===== src/rtl/mvu_weight_streamer_pkg.sv =====
// Shared types and helpers for the MVU weight streamer.
// Also provides the default-config weight word type used by the MVU benches.
package mvu_weight_streamer_pkg;

   typedef enum logic {
      S_IDLE,
      S_STREAM
   } state_t;

   localparam int unsigned FIFO_DEPTH = 4;
   localparam int unsigned PTR_W      = $clog2(FIFO_DEPTH);

   localparam int unsigned DEF_PE           = 16;
   localparam int unsigned DEF_SIMD         = 6;
   localparam int unsigned DEF_WEIGHT_WIDTH = 4;

   typedef logic [DEF_PE-1:0][DEF_SIMD-1:0][DEF_WEIGHT_WIDTH-1:0]
      weight_word_t;

   function automatic int unsigned byte_align(input int unsigned w);
      return (w + 7) / 8 * 8;
   endfunction

endpackage


===== src/rtl/weight_mem.sv =====
// Simple dual-port weight RAM: one write port, one read port.
// Read data appears two cycles after the read is issued, no reset.
module weight_mem #(
   parameter int unsigned DEPTH = 4,
   parameter int unsigned W     = 16,
   parameter int unsigned AW    = 2
) (
   input  logic          clk,
   input  logic          wr_en,
   input  logic [AW-1:0] wr_addr,
   input  logic [W-1:0]  wr_data,
   input  logic          rd_en,
   input  logic [AW-1:0] rd_addr,
   output logic [W-1:0]  rd_data
);

   logic [W-1:0]  ram [DEPTH];
   logic [AW-1:0] addr_q;

   always_ff @(posedge clk) begin
      if (wr_en) ram[wr_addr] <= wr_data;
      if (rd_en) addr_q <= rd_addr;
      rd_data <= ram[addr_q];
   end

endmodule


===== src/rtl/mvu_weight_streamer.sv =====
// Replays the stored NF x SF weight matrix N_REPS times on an AXI-Stream
// master, with credit-based reads feeding a 4-entry output FIFO.
module mvu_weight_streamer
   import mvu_weight_streamer_pkg::*;
#(
   parameter int unsigned MW           = 6,
   parameter int unsigned MH           = 32,
   parameter int unsigned PE           = 16,
   parameter int unsigned SIMD         = 6,
   parameter int unsigned WEIGHT_WIDTH = 4,
   parameter int unsigned N_REPS       = 1,
   localparam int unsigned SF       = MW / SIMD,
   localparam int unsigned NF       = MH / PE,
   localparam int unsigned DEPTH    = NF * SF,
   localparam int unsigned WORD_W   = PE * SIMD * WEIGHT_WIDTH,
   localparam int unsigned STREAM_W = byte_align(WORD_W),
   localparam int unsigned AW       = (DEPTH > 1) ? $clog2(DEPTH) : 1,
   localparam int unsigned RW       = (N_REPS > 1) ? $clog2(N_REPS) : 1
) (
   input  logic                ap_clk,
   input  logic                rst,
   input  logic                wr_en,
   input  logic [AW-1:0]       wr_addr,
   input  logic [WORD_W-1:0]   wr_data,
   output logic                wr_rdy,
   input  logic                start,
   output logic                busy,
   output logic                done,
   output logic [STREAM_W-1:0] m_axis_weights_tdata,
   output logic                m_axis_weights_tvalid,
   input  logic                m_axis_weights_tready
);

   typedef logic [PE-1:0][SIMD-1:0][WEIGHT_WIDTH-1:0] word_t;

   state_t state, state_nxt;

   logic [AW-1:0]    rd_addr;
   logic [RW-1:0]    rep_cnt;
   logic             issued_all;
   logic             v1, l1, v2, l2;
   word_t            mem_dout;
   word_t            fifo_data [FIFO_DEPTH];
   logic [FIFO_DEPTH-1:0] fifo_last;
   logic [PTR_W-1:0] wp, rp;
   logic [PTR_W:0]   count;
   logic             done_q;

   logic       issue, last_rd, fifo_empty;
   logic [3:0] in_use;
   logic       hs, push, pop, head_last, final_hs;
   word_t      head_data;

   weight_mem #(
      .DEPTH (DEPTH),
      .W     (WORD_W),
      .AW    (AW)
   ) u_mem (
      .clk     (ap_clk),
      .wr_en   (wr_en & wr_rdy),
      .wr_addr (wr_addr),
      .wr_data (wr_data),
      .rd_en   (issue),
      .rd_addr (rd_addr),
      .rd_data (mem_dout)
   );

   // Credits cover both FIFO entries and the two read pipeline stages.
   assign in_use  = 4'(count) + 4'(v1) + 4'(v2);
   assign issue   = busy && !issued_all && (in_use < 4'(FIFO_DEPTH));
   assign last_rd = (rd_addr == AW'(DEPTH - 1))
                 && (rep_cnt == RW'(N_REPS - 1));

   // An empty FIFO lets fresh read data bypass straight to the port.
   assign fifo_empty = (count == '0);
   assign head_data  = fifo_empty ? mem_dout : fifo_data[rp];
   assign head_last  = fifo_empty ? l2 : fifo_last[rp];

   assign m_axis_weights_tvalid = !fifo_empty || v2;
   assign m_axis_weights_tdata  = m_axis_weights_tvalid
                                ? STREAM_W'(head_data) : '0;

   assign hs       = m_axis_weights_tvalid && m_axis_weights_tready;
   assign push     = v2 && !(fifo_empty && m_axis_weights_tready);
   assign pop      = hs && !fifo_empty;
   assign final_hs = hs && head_last;
   assign done     = done_q;

   always_ff @(posedge ap_clk) begin
      if (rst) state <= S_IDLE;
      else     state <= state_nxt;
   end

   always_comb begin
      state_nxt = state;
      unique case (state)
         S_IDLE:   if (start)    state_nxt = S_STREAM;
         S_STREAM: if (final_hs) state_nxt = S_IDLE;
         default:                state_nxt = S_IDLE;
      endcase
   end

   always_comb begin
      busy   = (state == S_STREAM);
      wr_rdy = (state == S_IDLE);
   end

   always_ff @(posedge ap_clk) begin
      if (rst) begin
         rd_addr    <= '0;
         rep_cnt    <= '0;
         issued_all <= 1'b0;
         v1         <= 1'b0;
         l1         <= 1'b0;
         v2         <= 1'b0;
         l2         <= 1'b0;
         wp         <= '0;
         rp         <= '0;
         count      <= '0;
         fifo_last  <= '0;
         done_q     <= 1'b0;
      end else begin
         v1     <= issue;
         l1     <= issue && last_rd;
         v2     <= v1;
         l2     <= l1;
         done_q <= final_hs;
         count  <= count + (PTR_W+1)'(push) - (PTR_W+1)'(pop);
         if (push) begin
            fifo_last[wp] <= l2;
            wp            <= wp + 1'b1;
         end
         if (pop) rp <= rp + 1'b1;
         if (state == S_IDLE) issued_all <= 1'b0;
         if (issue) begin
            if (rd_addr == AW'(DEPTH - 1)) begin
               rd_addr <= '0;
               if (last_rd) begin
                  rep_cnt    <= '0;
                  issued_all <= 1'b1;
               end else begin
                  rep_cnt <= rep_cnt + 1'b1;
               end
            end else begin
               rd_addr <= rd_addr + 1'b1;
            end
         end
      end
   end

   always_ff @(posedge ap_clk) begin
      if (push) fifo_data[wp] <= mem_dout;
   end

endmodule


===== config.mk =====
export PLATFORM = sky130hd
export DESIGN_NAME = mvu_weight_streamer
export DESIGN_NICKNAME = d
export VERILOG_FILES = /design/src/rtl/mvu_weight_streamer_pkg.sv /design/src/rtl/weight_mem.sv /design/src/rtl/mvu_weight_streamer.sv
export SDC_FILE = /design/constraint.sdc
export NUM_CORES = 2
export LEC_CHECK = 0
export CAP_MARGIN = 20
export CORE_MARGIN = 2
export CORE_UTILIZATION = 35
export DETAILED_ROUTE_END_ITERATION = 16
export GPL_TIMING_DRIVEN = 0
export PLACE_DENSITY_LB_ADDON = 0.05
export SLEW_MARGIN = 30
export SYNTH_ARGS = -nofsm -noshare
export SYNTH_HDL_FRONTEND = slang
export SYNTH_SLANG_ARGS = --single-unit

===== constraint.sdc =====
create_clock -name ap_clk -period 82.7 [get_ports ap_clk]
set_input_delay 8.27 -clock ap_clk [delete_from_list [all_inputs] [get_ports ap_clk]]
set_output_delay 8.27 -clock ap_clk [all_outputs]
set_load 0.01 [all_outputs]

# Word-level counts from Yosys, hierarchy flattened
# Memories as Yosys holds them, arrays and structs flattened. A register that Yosys moved wholly into a read port is not among the register bits.
# Cells that the tools add are included.
classes:
  n_lt_le_gt_ge: 4
  bitwise: 3
  muxes: 23
  addsub: 8
  n_reduce_logical: 16
ops:
  columns: ["cell", "count"]
  rows:
  - ["two-way mux 384 bit", 2]
  - ["two-way mux 1 bit", 15]
  - ["logical AND 1 bit", 10]
  - ["less-than comparator 2 x 3 -> 1 bit, second input constant", 2]
  - ["adder 2 x 1 -> 2 bit, second input constant", 2]
  - ["adder 3 x 1 -> 4 bit", 1]
  - ["adder 4 x 1 -> 4 bit", 1]
  - ["bitwise mux 4 bit", 1]
  - ["less-than comparator 4 x 3 -> 1 bit, second input constant", 1]
  - ["two-way mux 2 bit", 2]
  - ["adder 3 x 1 -> 3 bit", 1]
  - ["logical NOT 1 bit", 3]
  - ["logical NOT 3 bit", 1]
  - ["subtractor 3 x 1 -> 3 bit", 1]
  - ["adder 1 bit, second input constant", 2]
  - ["binary-select mux 1 bit (select 2 bit)", 1]
  - ["demux 1 bit (select 2 bit)", 1]
  - ["greater-or-equal comparator 2 x 1 -> 1 bit, second input constant", 1]
  - ["NOT 1 bit", 2]
  - ["one-hot mux 1 bit (2 select lines)", 1]
  - ["AND reduction 2 bit", 1]
  - ["AND 1 bit", 1]
  - ["logical OR 1 bit", 1]
word_totals:
  wordCells: 70
  memories: 2
  mem_bits_rw: 2304
  ff_bits: 21
memory_table:
  columns: ["memory", "words", "word_bits", "read_ports", "rd_ports_with_merged_regs", "wr", "line", "text"]
  rows:
  - ["fifo_data", 4, 384, 1, 1, 1, "mvu_weight_streamer.sv:43", "word_t fifo_data [FIFO_DEPTH];"]
  - ["u_mem.ram", 2, 384, 1, 1, 1, "weight_mem.sv:17", "logic [W-1:0] ram [DEPTH];"]

# Longest topological paths before layout
logic_depth:
  word_depth: 7
  ltp_mapped: 10
  mapped_depth_nobuf: 9

# Hierarchy
# A second synthesis with hierarchy kept.
hier_totals:
  cells_unflattened: 4972
  hier_area_um2: 99704.4
modules_own_cells:
  columns: ["mod", "area_per_inst_um2", "cells_each", "n_inst"]
  rows:
  - ["mvu_weight_streamer", 62706.4, 3390, 1]
  - ["weight_mem", 36998.0, 1582, 1]

# Least setup slack after synthesis
# Ideal clock, no wire load.
synth_path:
  path_type: "input-to-reg"
  from: "input wr_addr"
  to: "memory u_mem.ram[0][0] (netlist name) (enable)"
  setup_time_ps: 1679
  path_slack_ps: 45328
  t_arrival_ps: 35693
  required_time_ps: 81021
  cell_stages: 1
  cell_sequence: "nor3b_1"
synth_rtl:
  columns: ["element", "line", "text"]
  rows:
  - ["start: declaration", "mvu_weight_streamer.sv:23", "input logic [AW-1:0] wr_addr,"]
  - ["end: declaration", "weight_mem.sv:17", null]
# No word-level cell before the write port.

# Worst setup path in the final report
layout_path:
  from: "register count[0]"
  to: "output m_axis_weights_tdata[135]"
layout_via:
  elab_chain_len: 4
  word_cells_on_any_way: 5
  cone_classes: "mux (2); reduce/logical (3)"
layout_rtl:
  columns: ["element", "line", "text"]
  rows:
  - ["start: declaration", "mvu_weight_streamer.sv:46", "logic [PTR_W:0] count;"]
  - ["start signal: assignment", "mvu_weight_streamer.sv:128", "count <= count + (PTR_W+1)'(push) - (PTR_W+1)'(pop);"]
  - ["logical NOT 3 bit (*)", "mvu_weight_streamer.sv:75", "assign fifo_empty = (count == '0);"]
  - ["logical NOT 1 bit", "mvu_weight_streamer.sv:79", "assign m_axis_weights_tvalid = !fifo_empty || v2;"]
  - ["logical OR 1 bit", "mvu_weight_streamer.sv:79", null]
  - ["two-way mux 384 bit (*)", "mvu_weight_streamer.sv:81", "? STREAM_W'(head_data) : '0;"]
  - ["end: declaration", "mvu_weight_streamer.sv:29", "output logic [STREAM_W-1:0] m_axis_weights_tdata,"]
# Every way passes the cells marked *; elsewhere a longest branch is shown, timed or not.

==> flow_summary.ini <==
[logic_synthesis]
synth_edf_count = 2305
ys_warn_count = 0
synth_area_per_cell_um2 = 19.5
synth_flop_cell = edfxtp_1
netlist_area_mm2 = 0.0971
ys_ff_latch = 2711
async_flop_share_pct = 0
synth_common_cells = 2305 x edfxtp_1, 769 x nand2_1, 406 x dfxtp_1
synth_nets = 5368
synth_top_area_share_pct = 71.3
yosysUniqueCellTypes = 36
synth.most_common_cell = edfxtp_1
synth_top_area_cell = edfxtp_1
ys_seq_area_share_pct = 79.6
synth_area_leaders = edfxtp_1 71%, mux4_2 8.9%, dfxtp_1 8.4%
netlist_instances = 4969

[min_path]
hold_class = register to register
holdPathStages = 1
worstHoldEndpoint = l2
min_from = l1

[cts]
numCtsBuffers = 307
cts-root-buf = clkbuf_16
cts.sinks = 2711
cts_tree = done
clkTransAtPathRegs_ns = 0.06
ctsHtreeMaxLevel = 5
cts_hold_repair.buffers = 0
cts_setup_buffers = 0
clock_latency_ns = 0.89
cts_resized = 0
clockBufferDepth = 4

[route]
drtIter0Drc = 3181
drt_wl_total_mm = 255
drcViolationCount = 0
via_per_inst = 4.79
postRouteAntennaNets = 0
first_pass_iters = 5
num_vias = 48700
post_drt_wl_per_cell_um = 25.1

[sta]
worst_pin_slew_ns = 0.964
slew_headroom_pct = 35.7
slew_violations = 0
rsz0062_at_grt = false
hold_viol = 0
finalSetupTns_ns = 0
setup_violations = 0
final.period_utilization_pct = 15.0
finalWorstPathRequiredPeriod_ns = 12.39
fin_ws_ns = 70.31
max_clock_freq_mhz = 80.7
finClkSkew_ns = 0.0419
hold_ws_ns = 0.448

[power_and_ir_drop]
peakVddDrop_mv = 0.0161
p_leak_nw = 41.1
power-per-cell-area_mw_per_mm2 = 31.1

[global_route]
antenna_found_initial = 107
grt_overflow_total = 0
grt_max_degree = 38
first_global_vias = 50200
track_usage_pct = 17.8
grt_pass1_wl_mm = 363

[cells_and_area]
nFillCells = 24300
areaGrowthSynthToFinish_pct = 25.3
final_cells = 10200
drive_gt1_share_pct = 23.6
fin_nets = 6590

[setup_path]
path_max_fanout = 10
end_kind = output pin
r2r_slack_ns = 79.18
r2r_end = u_mem.ram[0][270]
worstPathArrival_ns = 4.12
reg2reg_from = busy
r2r_cells = 12
crit_type = register to output pin
worstSetupStartpointType = register
required_ns = 74.43

[placed_design]
gp_congestion = 0.712
dpl.hpwl_mm = 168
place_ws_ns = 70.86
placed_cells = 9587
portBuffers = 777

[floorplan]
start_util_pct = 35.2
core_area_mm2 = 0.276
die_x_um = 531
rows = 193
fp.dieH_um = 531
io_pins = 778
dieArea_mm2 = 0.282

[run]
drv_cap = 0

[status]
run_status = finished, final reports clean
-- worst max path at each step --
stage	start	end	slack (ns)	cells past startpoint
2_1_floorplan	wr_addr	u_mem.ram[0][0]	45.33	1
3_3_place_gp	wr_addr	u_mem.ram[0][230]	16.50	2
3_5_place_dp	wr_en	u_mem.ram[0][269]	70.86	13
4_1_cts	count[0]	m_axis_weights_tdata[135]	70.00	6
5_1_grt	count[0]	m_axis_weights_tdata[133]	69.97	6
6_report	count[0]	m_axis_weights_tdata[135]	70.31	6
-- report_power, final --
part	switching, mW	internal [mW]	leakage [nW]
Sequential	0.0344	1.55	24.4
Combinational	0.478	0.388	11.8
Clock	0.545	0.794	4.88
Total	1.06	2.73	41.1
-- per-stage QoR --
stage          utilization, %  cell area, um2  power [mW]
4_1_cts                  44.0          122000        3.86
3_3_place_gp             39.7          110000        2.53
3_5_place_dp             40.4          112000        2.51
6_report                 44.1          122000        3.79
5_1_grt                  44.0          122000        3.96
2_1_floorplan               -           97100        2.05
-- per-layer routing --
metal | wire [um] | track usage [%]
met4 | 7400 | 5.58
met1 | 106000 | 23.0
met3 | 20600 | 5.67
met5 | 698 | 0
met2 | 121000 | 28.5
-- cells in the final DEF (no fill, tap or decap), types with 24 or more instances in the layout --
| master | Yosys | final |
|---|---|---|
| buf_1 | 29 | 29 |
| nand3_1 | 385 | 385 |
| clkbuf_8 | 0 | 47 |
| buf_2 | 114 | 114 |
| buf_6 | 41 | 45 |
| clkbuf_16 | 0 | 316 |
| buf_12 | 0 | 42 |
| nand2_1 | 769 | 769 |
| diode_2 | 0 | 30 |
| clkinv_1 | 0 | 24 |
| buf_4 | 0 | 62 |
| mux2_2 | 385 | 385 |
| edfxtp_1 | 2305 | 2305 |
| buf_16 | 0 | 28 |
| clkdlybuf4s50_1 | 0 | 777 |
| dfxtp_1 | 406 | 406 |
| clkinv_2 | 0 | 38 |
| clkbuf_1 | 77 | 171 |
| mux4_2 | 385 | 385 |
-- layout make-up --
class | instances | area (um2) | area share (%)
Clock inverter | 97 | 1010 | 0.827
Timing Repair Buffer | 913 | 9900 | 8.13
Inverter | 7 | 26.3 | 0.0216
Tap cell | 3705 | 4640 | 3.81
Clock buffer | 470 | 8960 | 7.36
Multi-Input combinational cell | 1990 | 18300 | 15.1
Antenna cell | 30 | 75.1 | 0.0617
Buffer | 261 | 1450 | 1.19
Sequential cell | 2711 | 77300 | 63.5
-- worst max-delay path: stages, from the launching register on --
cell,delay (ns)
dfxtp_1,0.36
nor3_4,0.67
buf_2,0.63
clkbuf_1,0.56
nand3_1,0.14
nand2_1,0.11
clkdlybuf4s50_1,0.74
-- cell families after synthesis --
group                    after synthesis  share of synthesized area (%)
flip-flops                          2711                           79.6
XOR/XNOR                               4                         0.0361
AND/OR/NAND/NOR                     1195                           5.22
buffers and inverters                268                           1.50
adder cells (fa/ha/maj)                9                          0.124
multiplexers                         772                           13.4
AO/OA/AOI/OAI                         10                         0.0683
-- registers in the layout, indices dropped and copies added, names as in the netlist, 2 cells and up, named ones only --
register and flops:
count 3, fifo_data 1536, fifo_last 4, rp 2, u_mem.ram 768, u_mem.rd_data 384
wp 2
No activity file was read; power rests on OpenSTA's default activity.
